## config.mk

```make
export PLATFORM = sky130hd
export DESIGN_NAME = ctrl_rd_embed_flat
export DESIGN_NICKNAME = d
export VERILOG_FILES = /design/src/rtl/ctrl_rd_embed_if.sv /design/src/rtl/ctrl_rd_embed.sv /design/src/flat_wrapper.sv
export SDC_FILE = /design/constraint.sdc
export NUM_CORES = 1
export LEC_CHECK = 0
export ABC_AREA = 1
export CORE_MARGIN = 5
export CORE_UTILIZATION = 45
export CTS_CLUSTER_DIAMETER = 50
export DETAILED_ROUTE_END_ITERATION = 8
export PLACE_DENSITY = 0.8
export SYNTH_ARGS = -nofsm -noshare
export SYNTH_HDL_FRONTEND = slang
export SYNTH_SLANG_ARGS = --single-unit
```

## constraint.sdc

```tcl
create_clock -name clk -period 3.84 [get_ports clk]
set_input_delay 0.576 -clock clk [delete_from_list [all_inputs] [get_ports clk]]
set_output_delay 0.576 -clock clk [all_outputs]
set_load 0.02 [all_outputs]
```

## src/rtl/ctrl_rd_embed_if.sv

```systemverilog
// Read/write bus bundle for ctrl_rd_embed: IMAGE and SECRET BRAM read ports
// and the stego-byte output FIFO write port.
interface ctrl_rd_embed_if #(
  parameter int DATA_WIDTH = 32,
  parameter int ADDR_WIDTH = 32,
  parameter int FF_WIDTH   = 8
);
  logic                  image_clk;
  logic [ADDR_WIDTH-1:0] image_addr;
  logic                  image_en;
  logic [DATA_WIDTH-1:0] image_rddata;
  logic                  secret_clk;
  logic [ADDR_WIDTH-1:0] secret_addr;
  logic                  secret_en;
  logic [DATA_WIDTH-1:0] secret_rddata;
  logic                  ff_full;
  logic [FF_WIDTH-1:0]   ff_wr_data;
  logic                  ff_wren;

  modport master (
    output image_clk, image_addr, image_en,
    input  image_rddata,
    output secret_clk, secret_addr, secret_en,
    input  secret_rddata,
    input  ff_full,
    output ff_wr_data, ff_wren
  );

  modport slave (
    input  image_clk, image_addr, image_en,
    output image_rddata,
    input  secret_clk, secret_addr, secret_en,
    output secret_rddata,
    output ff_full,
    input  ff_wr_data, ff_wren
  );
endinterface

```

## src/rtl/ctrl_rd_embed.sv

```systemverilog
// Reads packed IMAGE/SECRET words back from BRAM and writes LSB-embedded
// stego bytes, one per cycle, into the output FIFO.
module ctrl_rd_embed #(
  parameter int DATA_WIDTH = 32,
  parameter int ADDR_WIDTH = 32,
  parameter int REG_WIDTH  = 32,
  parameter int FF_WIDTH   = 8
) (
  input  logic                 clk,
  input  logic                 rst,
  input  logic                 start,
  input  logic [REG_WIDTH-1:0] image_size,
  input  logic [REG_WIDTH-1:0] secret_size,
  output logic                 finish,
  output logic                 overflow,
  ctrl_rd_embed_if.master      bus
);
  localparam int EW = REG_WIDTH + 3;

  typedef enum logic [3:0] {
    IDLE, RD_IMG, WAIT_IMG, LD_IMG, RD_SEC, WAIT_SEC, LD_SEC, EMBED, FINISH
  } state_t;

  state_t                state, next;
  logic [REG_WIDTH-1:0]  byte_idx, img_word, sec_word, size;
  logic [EW-1:0]         embed_cnt;
  logic [DATA_WIDTH-1:0] img_data, sec_data;

  logic [EW-1:0]         sec_bits, img_ext;
  logic [REG_WIDTH-1:0]  byte_inc;
  logic                  go, in_embed, inc_in_embed;
  logic [7:0]            img_byte, stego;

  assign bus.image_clk  = clk;
  assign bus.secret_clk = clk;

  assign sec_bits     = {secret_size, 3'b000};
  assign img_ext      = EW'(image_size);
  assign go           = start && (image_size != '0);
  assign byte_inc     = byte_idx + 1'b1;
  assign in_embed     = EW'(byte_idx) < embed_cnt;
  assign inc_in_embed = EW'(byte_inc) < embed_cnt;

  // Secret bit index equals the byte index while embedding, so the lane
  // bits of byte_idx select both the image byte and the secret bit.
  assign img_byte = img_data[{byte_idx[1:0], 3'b000} +: 8];
  assign stego    = in_embed ? {img_byte[7:1], sec_data[byte_idx[4:0]]} : img_byte;

  always_ff @(posedge clk) begin
    if (rst) begin
      state     <= IDLE;
      byte_idx  <= '0;
      img_word  <= '0;
      sec_word  <= '0;
      size      <= '0;
      embed_cnt <= '0;
      overflow  <= 1'b0;
      img_data  <= '0;
      sec_data  <= '0;
    end else begin
      state <= next;
      case (state)
        IDLE: if (go) begin
          byte_idx  <= '0;
          img_word  <= '0;
          sec_word  <= '0;
          size      <= image_size;
          embed_cnt <= (sec_bits > img_ext) ? img_ext : sec_bits;
          overflow  <= sec_bits > img_ext;
        end
        WAIT_IMG: img_data <= bus.image_rddata;
        LD_IMG:   img_word <= img_word + 1'b1;
        WAIT_SEC: sec_data <= bus.secret_rddata;
        LD_SEC:   sec_word <= sec_word + 1'b1;
        EMBED:    if (!bus.ff_full) byte_idx <= byte_inc;
        default: ;
      endcase
    end
  end

  always_comb begin
    next            = state;
    finish          = 1'b0;
    bus.image_en    = 1'b0;
    bus.image_addr  = '0;
    bus.secret_en   = 1'b0;
    bus.secret_addr = '0;
    bus.ff_wren     = 1'b0;
    bus.ff_wr_data  = '0;
    case (state)
      IDLE: if (go) next = RD_IMG;
      RD_IMG: begin
        bus.image_en   = 1'b1;
        bus.image_addr = ADDR_WIDTH'(img_word) << 2;
        next           = WAIT_IMG;
      end
      WAIT_IMG: next = LD_IMG;
      LD_IMG:   next = (in_embed && byte_idx[4:0] == 5'd0) ? RD_SEC : EMBED;
      RD_SEC: begin
        bus.secret_en   = 1'b1;
        bus.secret_addr = ADDR_WIDTH'(sec_word) << 2;
        next            = WAIT_SEC;
      end
      WAIT_SEC: next = LD_SEC;
      LD_SEC:   next = EMBED;
      EMBED: if (!bus.ff_full) begin
        bus.ff_wren    = 1'b1;
        bus.ff_wr_data = FF_WIDTH'(stego);
        if (byte_inc == size)                          next = FINISH;
        else if (byte_inc[1:0] == 2'd0)                next = RD_IMG;
        else if (inc_in_embed && byte_inc[4:0] == 5'd0) next = RD_SEC;
      end
      FINISH: begin
        finish = 1'b1;
        if (!start) next = IDLE;
      end
      default: next = IDLE;
    endcase
  end
endmodule
```

## src/flat_wrapper.sv

```systemverilog
// flat-port wrapper written by rule: the top's interface ports become plain ports
module ctrl_rd_embed_flat 
#(
  parameter int DATA_WIDTH = 32,
  parameter int ADDR_WIDTH = 32,
  parameter int REG_WIDTH  = 32,
  parameter int FF_WIDTH   = 8
)
  (clk, rst, start, image_size, secret_size, finish, overflow, bus_image_clk, bus_image_addr, bus_image_en, bus_image_rddata, bus_secret_clk, bus_secret_addr, bus_secret_en, bus_secret_rddata, bus_ff_full, bus_ff_wr_data, bus_ff_wren);
  ctrl_rd_embed_if #(.DATA_WIDTH(DATA_WIDTH), .ADDR_WIDTH(ADDR_WIDTH), .FF_WIDTH(FF_WIDTH)) bus_i ();
  input  logic clk;
  input  logic rst;
  input  logic start;
  input  logic [REG_WIDTH-1:0] image_size;
  input  logic [REG_WIDTH-1:0] secret_size;
  output logic finish;
  output logic overflow;
  output wire logic [$bits(bus_i.image_clk)-1:0] bus_image_clk;
  output wire logic [$bits(bus_i.image_addr)-1:0] bus_image_addr;
  output wire logic [$bits(bus_i.image_en)-1:0] bus_image_en;
  input wire logic [$bits(bus_i.image_rddata)-1:0] bus_image_rddata;
  output wire logic [$bits(bus_i.secret_clk)-1:0] bus_secret_clk;
  output wire logic [$bits(bus_i.secret_addr)-1:0] bus_secret_addr;
  output wire logic [$bits(bus_i.secret_en)-1:0] bus_secret_en;
  input wire logic [$bits(bus_i.secret_rddata)-1:0] bus_secret_rddata;
  input wire logic [$bits(bus_i.ff_full)-1:0] bus_ff_full;
  output wire logic [$bits(bus_i.ff_wr_data)-1:0] bus_ff_wr_data;
  output wire logic [$bits(bus_i.ff_wren)-1:0] bus_ff_wren;
  assign bus_image_clk = bus_i.image_clk;
  assign bus_image_addr = bus_i.image_addr;
  assign bus_image_en = bus_i.image_en;
  assign bus_i.image_rddata = bus_image_rddata;
  assign bus_secret_clk = bus_i.secret_clk;
  assign bus_secret_addr = bus_i.secret_addr;
  assign bus_secret_en = bus_i.secret_en;
  assign bus_i.secret_rddata = bus_secret_rddata;
  assign bus_i.ff_full = bus_ff_full;
  assign bus_ff_wr_data = bus_i.ff_wr_data;
  assign bus_ff_wren = bus_i.ff_wren;
  ctrl_rd_embed #(.DATA_WIDTH(DATA_WIDTH), .ADDR_WIDTH(ADDR_WIDTH), .REG_WIDTH(REG_WIDTH), .FF_WIDTH(FF_WIDTH)) u_core (.clk(clk), .rst(rst), .start(start), .image_size(image_size), .secret_size(secret_size), .finish(finish), .overflow(overflow), .bus(bus_i));
endmodule
```

==> results.sh <==
export IMPL_hold_path_depth=2
export IMPL_crit_chain="inv_1, nor2_1, inv_1, nor2_2, inv_1, nor2_2, inv_1, a21oi_1, clkdlybuf4s50_1"
export IMPL_rsz0062_at_grt="no"
export IMPL_synthFlopType="dfxtp_1"
export IMPL_dpl_hpwl_mm=32.5
export IMPL_drcViolationCount=0
export IMPL_track_usage_pct=25.2
export IMPL_crit_path_start_kind="flop"
export IMPL_io_buffers=206
export IMPL_grt_max_degree=80
export IMPL_critPathKind="flop to primary output"
export IMPL_critPathMaxFanout=7
export IMPL_layout_commonest_cell="nand2_1"
export IMPL_slowest_stage="clkdlybuf4s50_1"
export IMPL_first_global_vias=14300
export IMPL_hold_buffers=0
export IMPL_diodes=0
export IMPL_yosysWarningCount=0
export IMPL_async_flop_share_pct=0
export IMPL_hp_start="rst"
export IMPL_finalSetupViolCount=0
export IMPL_final_area_um2=17300
export IMPL_dr_pass1_iters=6
export IMPL_synth_cell_types=53
export IMPL_powerDensity_nw_per_um2=497
export IMPL_insertion_delay_ps=670
export IMPL_fin_skew_ps=11.4
export IMPL_synth_seq_cells=228
export IMPL_cp_required_ps=3260
export IMPL_ir_drop_mv=0.452
export IMPL_start_util_pct=45.2
export IMPL_rr_startpoint="u_core.byte_idx[0]"
export IMPL_grt_ovfl_total=0
export IMPL_synth_edf_count=0
export IMPL_leakagePower_uw=0.00665
export IMPL_hold_viol=0
export IMPL_status="completed"
export IMPL_cts_tree="done"
export IMPL_arrival_ps=3000
export IMPL_period_needed_ps=3570
export IMPL_synth_cell_area_um2=13700
export IMPL_hold_worst_slack_ps=352
export IMPL_path_common_cell="inv_1"
export IMPL_finalWorstSetupSlack_ps=267
export IMPL_r2r_end="u_core.state[2]"
export IMPL_reg2reg_setup_slack_ps=550
export IMPL_gp_congestion=0.922
export IMPL_maxSlewViolCount=0
export IMPL_drtIter0Drc=1368
export IMPL_period_share_pct=93.0
export IMPL_place_area_um2=16100
export IMPL_syn_avg_cell_area_um2=6.44
export IMPL_n_fill_cell=2840
export IMPL_synth_cells=2132
export IMPL_viasPerCell=5.51
export IMPL_std_cell_rows=64
export IMPL_cts_setup_buffers=0
export IMPL_worst_pin_slew_ps=1040
export IMPL_grt_first_pass_wirelength_mm=71.1
export IMPL_layout_drive_gt1_share_pct=6.32
export IMPL_final_cell_mix="nand2_1, nor2_1, inv_1, dfxtp_1, clkdlybuf4s50_1"
export IMPL_drv_cap=0
export IMPL_die_w_um=185
export IMPL_clkTransAtPathRegs_ps=60
export IMPL_antenna_found_initial=1
export IMPL_core_um2=30300
export IMPL_place_ws_ps=191
export IMPL_yosysSeqAreaShare_pct=33.3
export IMPL_finalNetCount=2500
export IMPL_r2r_cells=17
export IMPL_worstHoldEndpoint="u_core.sec_word[7]"
export IMPL_area_delta_synth_final_pct=26.1
export IMPL_wl_mm=44.7
export IMPL_ant_nets=0
export IMPL_slew_headroom_pct=30.7
export IMPL_fmax_mhz=280
export IMPL_final_setup_tns_ps=0
export IMPL_wl_per_cell_um=16.4
export IMPL_hold_path_class="primary input to flop"
export IMPL_io_pins=211
export IMPL_die_area_um2=34100
export IMPL_max_stage_delay_ps=660
export IMPL_routed_via_count=15000
export IMPL_endpoint_kind="primary output"
export IMPL_die_height_um=185
-- what timing repair did --
item | in CTS | in global routing
endpoints found under the hold margin | 0 | 0
resized for setup | 2 | 5
endpoints found under the setup margin | 1 | 5
-- metrics by stage --
stage,cells,util (%),total power (uW)
3_5_place_dp,2663,53.0,5330
5_1_grt,2723,57.0,9050
4_1_cts,2723,57.0,8610
6_report,2723,57.0,8590
3_3_place_gp,2663,53.0,5260
2_1_floorplan,2135,-,4570
-- Yosys cell counts (2+ instances only) --
library cell / count / area, um2
o21ai_0: 199 / 996
nand3_1: 142 / 711
a31oi_1: 4 / 25.0
a221oi_1: 10 / 87.6
a211oi_1: 12 / 90.1
inv_2: 7 / 26.3
nand2_4: 2 / 22.5
nor2_8: 3 / 60.1
or2_2: 5 / 31.3
clkinv_1: 2 / 7.51
xor2_1: 4 / 35.0
a21oi_2: 2 / 17.5
o21bai_1: 2 / 15.0
nor3_1: 21 / 105
nand3b_1: 5 / 37.5
buf_1: 9 / 33.8
nor4_1: 16 / 100
nor2_1: 323 / 1210
o21ai_2: 2 / 17.5
buf_2: 12 / 60.1
buf_4: 9 / 67.6
nand2_1: 441 / 1660
dfxtp_1: 228 / 4560
a32o_1: 2 / 20.0
o211ai_1: 2 / 15.0
clkbuf_1: 66 / 248
inv_1: 239 / 897
ha_1: 65 / 813
o21ai_1: 3 / 15.0
a21oi_1: 196 / 981
a22oi_1: 5 / 37.5
nor2_4: 9 / 101
nor2_2: 9 / 56.3
xnor3_1: 2 / 45.0
nor3_2: 2 / 20.0
o21a_1: 3 / 22.5
xnor2_1: 2 / 17.5
nand3_2: 5 / 50.1
nand2_2: 13 / 81.3
nand4_1: 36 / 225
-- routing by layer --
layer / vias up / GRT usage (%) / share of wire, %
met4: 2 / 7.72 / 2.7
met3: 92 / 4.28 / 6.7
li1: 7327 / - / -
met5: - / 0 / 0.029
met1: 6965 / 32.5 / 42
met2: 608 / 43.4 / 48
-- how the worst max path moves through the flow --
stage                     depth (start not counted)  slack [ps]           startpoint                    to
final                                             9         270      u_core.state[2]     bus_ff_wr_data[3]
after global routing                             12           6  u_core.byte_idx[10]     bus_ff_wr_data[0]
after CTS                                         9         140      u_core.state[2]     bus_ff_wr_data[3]
after detailed placement                         15         190       image_size[26]  u_core.embed_cnt[10]
after global placement                           15         170       image_size[26]   u_core.embed_cnt[7]
after floorplan                                  20         990   u_core.byte_idx[0]       u_core.state[1]
-- flip-flops by register name, indices dropped and copies added (netlist names) --
register and cells:
u_core.sec_data 32, u_core.sec_word 30, u_core.overflow 1, u_core.byte_idx 32, u_core.size 32, u_core.img_word 30
u_core.img_data 32, u_core.state 4, u_core.embed_cnt 35
-- logic make-up after synthesis --
kind of cell               count (synthesis)  share of synthesized area (%)
buffers and inverters                    345                           9.80
and+or+nand+nor                         1035                           32.7
xor gates and xnor gates                   8                          0.711
adders and majority gates                 65                           5.93
AOI/OAI and AO/OA                        450                           17.6
DFF                                      228                           33.3
other                                      1                         0.0273
-- report_power, final --
group          internal (uW)  switching (uW)
clock                   2140            1210
combinational            801            1540
sequential              2710             195
total                   5650            2950
-- critical path, delay by kind of cell, from the launching register on --
| kind | cells | cell delay [ps] |
|---|---|---|
| AO/OA/AOI/OAI | 1 | 250 |
| buffers and inverters | 5 | 1150 |
| flip-flops | 1 | 370 |
| AND/OR/NAND/NOR | 3 | 570 |
-- final cells by class --
class | instances | area, um2 | area share [%]
inverter | 248 | 931 | 5.38
multi-input combinational | 1562 | 7830 | 45.3
clock inverter | 17 | 240 | 1.39
sequential | 228 | 4570 | 26.4
tap | 396 | 495 | 2.86
timing repair buffer | 227 | 2240 | 13.0
clock buffer | 45 | 985 | 5.69
Power figures use the tool's default switching activity.
